**config.mk**
```make
export PLATFORM = sky130hd
export DESIGN_NAME = perceptron_trainer_flat
export DESIGN_NICKNAME = d
export VERILOG_FILES = /design/src/rtl/perceptron_pkg.sv /design/src/rtl/perceptron_trainer_if.sv /design/src/rtl/perceptron_dot.sv /design/src/rtl/perceptron_trainer.sv /design/src/flat_wrapper.sv
export SDC_FILE = /design/constraint.sdc
export NUM_CORES = 1
export LEC_CHECK = 0
export BUFFER_PORTS_ARGS = -buffer_cell sky130_fd_sc_hd__buf_4
export CAP_MARGIN = 20
export CORE_AREA = 4 4 136 164
export DETAILED_ROUTE_END_ITERATION = 10
export DIE_AREA = 0 0 140 168
export GPL_ROUTABILITY_DRIVEN = 0
export PLACE_DENSITY_LB_ADDON = 0.12
export SLEW_MARGIN = 30
export SYNTH_ARGS = -nofsm -noshare
export SYNTH_HDL_FRONTEND = slang
export SYNTH_SLANG_ARGS = --single-unit
```
**constraint.sdc**
```tcl
create_clock -name clk -period 8 [get_ports clk]
set_clock_uncertainty 0.05 [all_clocks]
set_input_delay 1.6 -clock clk [delete_from_list [all_inputs] [get_ports clk]]
set_output_delay 1.6 -clock clk [all_outputs]
set_load 0.05 [all_outputs]
```
**src/rtl/perceptron_pkg.sv**
```systemverilog
// perceptron_pkg: shared types and weight-add helper; PERCEPTRON_SATURATE_EN clamps weight updates.
package perceptron_pkg;
    typedef logic signed [13:0] weight_t;
    typedef logic signed [6:0] sample_t;
    typedef logic [1:0] label_t;
    typedef enum logic [2:0] {IDLE, FETCH, CALC, UPDATE, EPOCH_END, DONE} state_t;
    localparam int FRAC_SHIFT = 4;
    localparam label_t LABEL_POS = 2'b01;
    localparam label_t LABEL_NEG = 2'b11;
    function automatic weight_t add_w(input weight_t a, input weight_t d, input logic neg);
`ifdef PERCEPTRON_SATURATE_EN
        logic signed [14:0] s;
        s = neg ? $signed({a[13], a}) - $signed({d[13], d}) : $signed({a[13], a}) + $signed({d[13], d});
        return (s[14] != s[13]) ? {s[14], {13{~s[14]}}} : s[13:0];
`else
        return neg ? a - d : a + d;
`endif
    endfunction
endpackage

```
**src/rtl/perceptron_trainer_if.sv**
```systemverilog
// perceptron_trainer_if: labelled-sample stream feeding the trainer.
interface perceptron_trainer_if;
    import perceptron_pkg::*;
    logic in_valid, in_ready, in_last;
    sample_t x1, x2;
    label_t t;
    modport master (output in_valid, x1, x2, t, in_last, input in_ready);
    modport slave (input in_valid, x1, x2, t, in_last, output in_ready);
endinterface

```
**src/rtl/perceptron_dot.sv**
```systemverilog
// perceptron_dot: 14b wrapped b + x1*w1 + x2*w2 and its sign as a label, shared with the test stage.
module perceptron_dot
    import perceptron_pkg::*;
(
    input  sample_t x1, x2,
    input  weight_t w1, w2, b,
    output weight_t sum,
    output label_t  y
);
    logic signed [20:0] p1, p2;
    always_comb begin
        p1 = 21'(x1) * 21'(w1);
        p2 = 21'(x2) * 21'(w2);
        sum = b + 14'(p1 >>> FRAC_SHIFT) + 14'(p2 >>> FRAC_SHIFT);
        y = sum[13] ? LABEL_NEG : LABEL_POS;
    end
endmodule

```
**src/rtl/perceptron_trainer.sv**
```systemverilog
// perceptron_trainer: epoch-by-epoch perceptron training of w1/w2/b; build option PERCEPTRON_SATURATE_EN.
module perceptron_trainer
    import perceptron_pkg::*;
#(
    parameter int      MAX_EPOCHS = 100,
    parameter weight_t ETA        = 14'sd16,
    parameter weight_t INIT_W1    = '0,
    parameter weight_t INIT_W2    = '0,
    parameter weight_t INIT_B     = '0
) (
    input  logic clk,
    input  logic rst,
    input  logic start,
    perceptron_trainer_if.slave s_if,
    output weight_t w1, w2, b,
    output logic en,
    output logic converged,
    output logic [7:0] epoch_cnt
);
    state_t state_q, state_d;
    weight_t w1_q, w1_d, w2_q, w2_d, b_q, b_d, d1, d2, sum_unused;
    sample_t x1_q, x1_d, x2_q, x2_d;
    label_t t_q, t_d, y_q, y_d, y;
    logic last_q, last_d, conv_q, conv_d;
    logic [7:0] err_q, err_d, epoch_q, epoch_d;
    logic signed [20:0] e1, e2;

    perceptron_dot u_dot (.x1(x1_q), .x2(x2_q), .w1(w1_q), .w2(w2_q), .b(b_q), .sum(sum_unused), .y(y));

    always_comb begin
        e1 = 21'(x1_q) * 21'(ETA);
        e2 = 21'(x2_q) * 21'(ETA);
        d1 = 14'(e1 >>> FRAC_SHIFT);
        d2 = 14'(e2 >>> FRAC_SHIFT);
        state_d = state_q;
        w1_d = w1_q;
        w2_d = w2_q;
        b_d = b_q;
        x1_d = x1_q;
        x2_d = x2_q;
        t_d = t_q;
        last_d = last_q;
        y_d = y_q;
        conv_d = conv_q;
        err_d = err_q;
        epoch_d = epoch_q;
        case (state_q)
            IDLE, DONE: if (start) begin
                state_d = FETCH;
                w1_d = INIT_W1;
                w2_d = INIT_W2;
                b_d = INIT_B;
                conv_d = 1'b0;
                err_d = '0;
                epoch_d = '0;
            end
            FETCH: if (s_if.in_valid) begin
                state_d = CALC;
                x1_d = s_if.x1;
                x2_d = s_if.x2;
                t_d = s_if.t;
                last_d = s_if.in_last;
            end
            CALC: begin
                state_d = UPDATE;
                y_d = y;
            end
            UPDATE: begin
                state_d = last_q ? EPOCH_END : FETCH;
                // t[1] selects subtraction for a -1 label
                if (y_q != t_q) begin
                    w1_d = add_w(w1_q, d1, t_q[1]);
                    w2_d = add_w(w2_q, d2, t_q[1]);
                    b_d = add_w(b_q, ETA, t_q[1]);
                    err_d = err_q + 8'(err_q != 8'hff);
                end
            end
            EPOCH_END: begin
                epoch_d = epoch_q + 8'(epoch_q != 8'hff);
                conv_d = err_q == '0;
                state_d = (conv_d || {1'b0, epoch_q} + 9'd1 == 9'(MAX_EPOCHS)) ? DONE : FETCH;
                err_d = '0;
            end
            default: state_d = IDLE;
        endcase
    end

    always_ff @(posedge clk) begin
        if (rst) begin
            state_q <= IDLE;
            w1_q <= INIT_W1;
            w2_q <= INIT_W2;
            b_q <= INIT_B;
            x1_q <= '0;
            x2_q <= '0;
            t_q <= LABEL_POS;
            last_q <= 1'b0;
            y_q <= LABEL_POS;
            conv_q <= 1'b0;
            err_q <= '0;
            epoch_q <= '0;
        end else begin
            state_q <= state_d;
            w1_q <= w1_d;
            w2_q <= w2_d;
            b_q <= b_d;
            x1_q <= x1_d;
            x2_q <= x2_d;
            t_q <= t_d;
            last_q <= last_d;
            y_q <= y_d;
            conv_q <= conv_d;
            err_q <= err_d;
            epoch_q <= epoch_d;
        end
    end

    assign s_if.in_ready = state_q == FETCH;
    assign en = state_q == DONE;
    assign converged = conv_q;
    assign epoch_cnt = epoch_q;
    assign w1 = w1_q;
    assign w2 = w2_q;
    assign b = b_q;
endmodule

```
**src/flat_wrapper.sv**
```systemverilog
// flat-port wrapper written by rule: the top's interface ports become plain ports
module perceptron_trainer_flat import perceptron_pkg::*;
#(
    parameter int      MAX_EPOCHS = 100,
    parameter weight_t ETA        = 14'sd16,
    parameter weight_t INIT_W1    = '0,
    parameter weight_t INIT_W2    = '0,
    parameter weight_t INIT_B     = '0
)
  (clk, rst, start, w1, w2, b, en, converged, epoch_cnt, s_if_in_valid, s_if_x1, s_if_x2, s_if_t, s_if_in_last, s_if_in_ready);
  perceptron_trainer_if s_if_i ();
  input  logic clk;
  input  logic rst;
  input  logic start;
  output weight_t w1;
  output weight_t w2;
  output weight_t b;
  output logic en;
  output logic converged;
  output logic [7:0] epoch_cnt;
  input wire logic [$bits(s_if_i.in_valid)-1:0] s_if_in_valid;
  input wire logic [$bits(s_if_i.x1)-1:0] s_if_x1;
  input wire logic [$bits(s_if_i.x2)-1:0] s_if_x2;
  input wire logic [$bits(s_if_i.t)-1:0] s_if_t;
  input wire logic [$bits(s_if_i.in_last)-1:0] s_if_in_last;
  output wire logic [$bits(s_if_i.in_ready)-1:0] s_if_in_ready;
  assign s_if_i.in_valid = s_if_in_valid;
  assign s_if_i.x1 = s_if_x1;
  assign s_if_i.x2 = s_if_x2;
  assign s_if_i.t = s_if_t;
  assign s_if_i.in_last = s_if_in_last;
  assign s_if_in_ready = s_if_i.in_ready;
  perceptron_trainer #(.MAX_EPOCHS(MAX_EPOCHS), .ETA(ETA), .INIT_W1(INIT_W1), .INIT_W2(INIT_W2), .INIT_B(INIT_B)) u_core (.clk(clk), .rst(rst), .start(start), .s_if(s_if_i), .w1(w1), .w2(w2), .b(b), .en(en), .converged(converged), .epoch_cnt(epoch_cnt));
endmodule
```
# After elaboration in Yosys (flattened, before gate mapping)
# Cells that the tools add are included.
# Widths: inputs -> output; s select.
[word_totals]
register_bits = 81
latchBits = 0
mem_bits_rw = 0
romBits = 0
output_inout_bits = 53
wordCells = 71
mem_count = 0
[op_classes]
addsub = 11
mul = 2
div_mod_pow = 0
order_cmp = 0
n_eq_ne = 12
n_shift = 0
n_mux = 22
bitwise_logic = 0
n_reduce_logical = 12
[ops]
columns = ["operator", "n"]
rows = [
  ["$mux 14", 7],
  ["$pmux 14 s2", 3],
  ["$mul 7x14->18", 2],
  ["$add 14x14->14", 2],
  ["$add 14x7->14", 2],
  ["$sub 14x7->14", 2],
  ["$pmux 8 s3", 1],
  ["$add 8x1->8", 2],
  ["$mux 8", 2],
  ["$ne 8x8->1 const B", 2],
  ["$pmux 8 s2", 1],
  ["$pmux 3 s5", 1],
  ["$add 14x6->14 const B", 1],
  ["$sub 14x6->14 const B", 1],
  ["$mux 3", 4],
  ["$add 8x1->9 const B", 1],
  ["$eq 9x7->1 const B", 1],
  ["$logic_not 8->1", 1],
  ["$eq 3x2->1 const B", 2],
  ["$eq 3x3->1 const B", 2],
  ["$reduce_and 2->1", 3],
  ["$reduce_and 3->1", 2],
  ["$ne 2x2->1 const B", 2],
  ["$reduce_bool 2->1", 2],
  ["10 further kinds", 10],
]

# Logic depth before layout (Yosys ltp)
[logic_depth]
word_depth = 5
ltp_mapped = 31
mapped_depth_nobuf = 29

# Cells and area by module
# Synthesis repeated with hierarchy kept, for this count alone.
[unflattened]
hier_cells = 1444
hier_area_um2 = 11972.7
[modules_own_cells]
columns = ["module", "instances", "cells_each", "area_per_inst_um2", "seq_area_each_um2"]
rows = [
  ["perceptron_dot", 1, 807, 6949.2, 0.0],
  ["perceptron_trainer", 1, 637, 5023.6, 1541.5],
]

# Least setup slack after synthesis
# Ideal clock, no wire load.
[synth_timing]
path_type = "reg2reg"
from = "register u_core.w1_q[2], in the netlist u_core.w1[2]"
to = "register u_core.y_q[1]"
arrival_time_ns = 6.704
setup_slack_ns = 1.121
path_stages_with_launch = 30
cell_sequence = "dfxtp_1 -> nand2_1 -> fa_1 -> inv_1 -> ha_1 -> inv_1 -> fa_1 -> fa_1 -> inv_1 -> ha_1 -> a21oi_1 -> o31ai_2 -> a211oi_1 -> o21bai_1 -> o31a_1 -> nand3_1 -> a2bb2oi_1 -> o31ai_1 -> fa_1 -> inv_1 -> ha_1 -> a21o_1 -> a211oi_1 -> nor2b_1 -> a221oi_1 -> xnor3_1 -> xnor2_1 -> xnor2_1 -> mux2i_1 -> nor2_1"
[synth_via]
elab_chain_cells = 4
[synth_rtl]
columns = ["item", "line", "rtl"]
rows = [
  ["start: declaration", "perceptron_trainer.sv:21", "weight_t w1_q, w1_d, w2_q, w2_d, b_q, b_d, d1, d2, sum_unused;"],
  ["start signal: assignment", "perceptron_trainer.sv:104", "w1_q <= w1_d;"],
  ["$mul 7x14->18", "perceptron_dot.sv:12", "p1 = 21'(x1) * 21'(w1);"],
  ["$add 14x14->14 (2 in series)", "perceptron_dot.sv:14", "sum = b + 14'(p1 >>> FRAC_SHIFT) + 14'(p2 >>> FRAC_SHIFT);"],
  ["$mux 2", "perceptron_dot.sv:15", "y = sum[13] ? LABEL_NEG : LABEL_POS;"],
  ["end signal: assignment", "perceptron_trainer.sv:111", "y_q <= y_d;"],
  ["end: declaration", "perceptron_trainer.sv:23", "label_t t_q, t_d, y_q, y_d, y;"],
]
# No other way between the ends.
# A chain may end at the register's enable or synchronous reset.

# Final worst setup path
[layout_timing]
from = "register u_core.x2_q[2]"
to = "register u_core.y_q[1]"
[layout_via]
elab_chain_cells = 3
[layout_rtl]
columns = ["item", "line", "rtl"]
rows = [
  ["start: declaration", "perceptron_trainer.sv:22", "sample_t x1_q, x1_d, x2_q, x2_d;"],
  ["start signal: assignment", "perceptron_trainer.sv:95", "x2_q <= '0;"],
  ["start signal: assignment", "perceptron_trainer.sv:108", "x2_q <= x2_d;"],
  ["$mul 7x14->18", "perceptron_dot.sv:13", "p2 = 21'(x2) * 21'(w2);"],
  ["$add 14x14->14", "perceptron_dot.sv:14", ""],
  ["$mux 2", "perceptron_dot.sv:15", ""],
]
# No other way between the ends.

==> summary.md <==
| Metric | Value |
|---|---|
| Fillers | `1987` |
| Critical Path Sink Type | `flop` |
| Slew @ Worst Pin | `0.818 ns` |
| Die W | `140 um` |
| Crit path largest cell delay | `0.78 ns` |
| Sequential fraction of the synthesis area | `13.3%` |
| Num Clock Sinks | `76` |
| Global route total overflow | `0` |
| Leak Pwr | `6.02 nW` |
| Dominant synthesized flop cell | `dfxtp_1` |
| Antenna cells | `0` |
| Post-DRT Antenna Nets | `0` |
| Mapped cell area | `11400 um^2` |
| Clock power share | `34.4%` |
| Startpoint Class | `flop` |
| FF+latch count, synth | `76` |
| Crit share post-route | `92.3%` |
| Post-synth EDFFs | `0` |
| Initial antenna violation count | `0` |
| Max clock buf depth | `2` |
| Seq pwr share | `33.0%` |
| Critical path type | `flop to flop` |
| Placed Instance Area | `12200 um^2` |
| Pin count of the biggest net entering global routing | `65` |
| Clk slew on worst S/H paths | `0.07 ns` |
| Drt pass-1 iters | `5` |
| Pwr dens | `101 nW/um^2` |
| Highest Clock Rate | `0.135 GHz` |
| CTS tree | `yes` |
| Dpl cells | `1684` |
| Critical-path top delay cell | `dfxtp_1` |
| Synthesized instance count | `1379` |
| Setup violations, final | `0` |
| Num CTS Buffers | `9` |
| MaxCap Viol Count | `0` |
| CTS Root Cell | `clkbuf_16` |
| Ys async rst share | `0%` |
| DP HPWL | `22.5 mm` |
| Post-CTS Setup Repair Bufs | `0` |
| Worst endpoint data arrival time | `7.54 ns` |
| Share of layout cells above drive strength 1 | `8.61%` |
| # resized after CTS | `0` |
| Die Footprint | `23500 um^2` |
| Starting Density | `55.0%` |
| First-pass GRT wire length | `47.8 mm` |
| Post-synth top cells | `inv_1, fa_1, nand2_1` |
| Drt wl/cell | `16.7 um` |
| Power share of the combinational group | `32.6%` |
| Setup TNS | `0 ns` |
| Yosys top cell by area | `fa_1` |
| Design area | `12400 um^2` |
| H-tree levels | `3` |
| Starting DRT DRC Count | `535` |
| Syn Area/Cell | `8.28 um^2` |
| Layout Cells excl Fill | `1699` |
| Vias | `9359` |
| Area Growth Syn to Fin | `8.94%` |
| Worst Hold Class | `flop to flop` |
| Internal | `0.000800 W` |
| P_sw | `0.000452 W` |
| Min Tclk post-route | `7.39 ns` |
| Critical path peak fanout | `18` |
| CTS Hold Buffers Added | `0` |
| Sw Ratio | `36.1%` |
| Chip height | `168 um` |
| Drt total wl | `28.4 mm` |
| I/O pins | `74` |
| Vias in the first global route | `9641` |
| Hold Violations, Final | `0` |
| Yosys top cell area share | `24.2%` |
| Core Footprint | `20800 um^2` |
| Port buffer count | `69` |
| Req. time, crit path | `8.16 ns` |
| Outcome | `complete, no violations` |
| Largest cells by area after synthesis | `fa_1, ha_1, dfxtp_1, inv_1, and2_1` |
| RSZ-0062 raised after global routing | `no` |
| Final #Nets | `1707` |
| Syn. warnings | `0` |
| Final-report max-slew violation count | `0` |
| Clk_lat worst skew | `0.35 ns` |
| Vias per inst | `5.51` |
| Slew margin rel. | `45.5%` |
| Std cell rows | `58` |
| Total Routing Usage GR | `25.0%` |
| Most frequent cell after synthesis | `inv_1` |
| Post-synth cell types | `73` |
| Worst vdd ir | `0.0929 mV` |
| Residual DRC count | `0` |
-- routing by layer --
| layer | part of all wire (%) | vias up | routed length (um) | track usage [%] |
|---|---|---|---|---|
| met2 | 51 | 207 | 14400 | 44.6 |
| met5 | 0 | - | 0 | 0 |
| met4 | 3.8 | 0 | 1090 | 10.4 |
| met1 | 42 | 4554 | 11800 | 30.8 |
| li1 | - | 4536 | - | - |
| met3 | 4.0 | 62 | 1140 | 2.39 |
-- placed cells by master (no fill, tap or decap), drive strengths merged, types with 22 or more instances in the layout --
master / instances
nand2b: 22
o21ai: 38
fa: 138
buf: 83
dfxtp: 76
xnor2: 50
and2: 112
inv: 212
nor2: 102
xor2: 28
a21oi: 92
nand2: 129
ha: 123
-- power groups by stage --
stage	logic, W	registers (W)	clock network, W
after floorplan	0.000312	0.000423	0
after global placement	0.000400	0.000421	0
after detailed placement	0.000405	0.000421	0
after CTS	0.000410	0.000412	0.000438
after global routing	0.000456	0.000415	0.000454
final	0.000408	0.000413	0.000431
-- per-stage QoR --
step | util (%) | total power (W) | hold WS [ns] | worst slack (ns)
2_1_floorplan | - | 0.000735 | 0.379 | 1.12
4_1_cts | 59.9 | 0.00126 | 0.422 | 0.615
6_report | 60.0 | 0.00125 | 0.419 | 0.614
3_5_place_dp | 58.5 | 0.000826 | 0.405 | 0.729
5_1_grt | 60.0 | 0.00132 | 0.452 | 0.209
3_3_place_gp | 58.5 | 0.000821 | 0.395 | 0.880
-- sequential cells by signal, summed over array words and instances (netlist names) --
name / count
u_core.b: 10
u_core.converged: 1
u_core.epoch_cnt: 8
u_core.err_q: 8
u_core.last_q: 1
u_core.state_q: 3
u_core.t_q: 2
u_core.w1: 14
u_core.w2: 14
u_core.x1_q: 7
u_core.x2_q: 7
u_core.y_q: 1
-- kinds of logic after synthesis --
logic type,count (synthesis),share of synthesized area (%)
AND/OR/NAND/NOR,462,20.1
buffers and inverters,264,9.18
adder cells (fa/ha/maj),261,37.7
AO/OA/AOI/OAI,230,12.9
XOR/XNOR,79,6.24
flip-flops,76,13.3
multiplexers,6,0.548
other,1,0.0328
-- final timing paths --
path | from | slack [ns] | to | cells after the start
worst max-delay path | u_core.x2_q[2]$_SDFFE_PP0P_ | 0.61 | u_core.y_q[1]$_SDFFE_PP0P_ | 29
worst min-delay path | u_core.t_q[0]$_SDFFE_PP1P_ | 0.42 | u_core.t_q[0]$_SDFFE_PP1P_ | 2
worst max register to register | u_core.x2_q[2]$_SDFFE_PP0P_ | 0.61 | u_core.y_q[1]$_SDFFE_PP0P_ | 29
worst min register to register | u_core.t_q[0]$_SDFFE_PP1P_ | 0.42 | u_core.t_q[0]$_SDFFE_PP1P_ | 2
-- critical path: cells and delay by family (launching register included) --
| family | cells | cell delay [ns] |
|---|---|---|
| simple gates | 5 | 0.66 |
| flops | 1 | 0.78 |
| fa+ha+maj | 7 | 2.82 |
| xor+xnor | 4 | 0.99 |
| mux | 1 | 0.13 |
| compound gates | 8 | 1.61 |
| buf+inv | 4 | 0.21 |
-- cell type report --
type                    instances  area (um^2)  share of cell area, %
flip-flops and latches         76         1520                   12.2
well taps                     270          338                   2.71
clock inverters                 5         61.3                  0.493
inverters                     213          800                   6.42
repair buffers                 83          623                   5.01
multi-input cells            1042         8870                   71.3
clock buffers                  10          229                   1.84
Power figures use the tool's default switching activity.
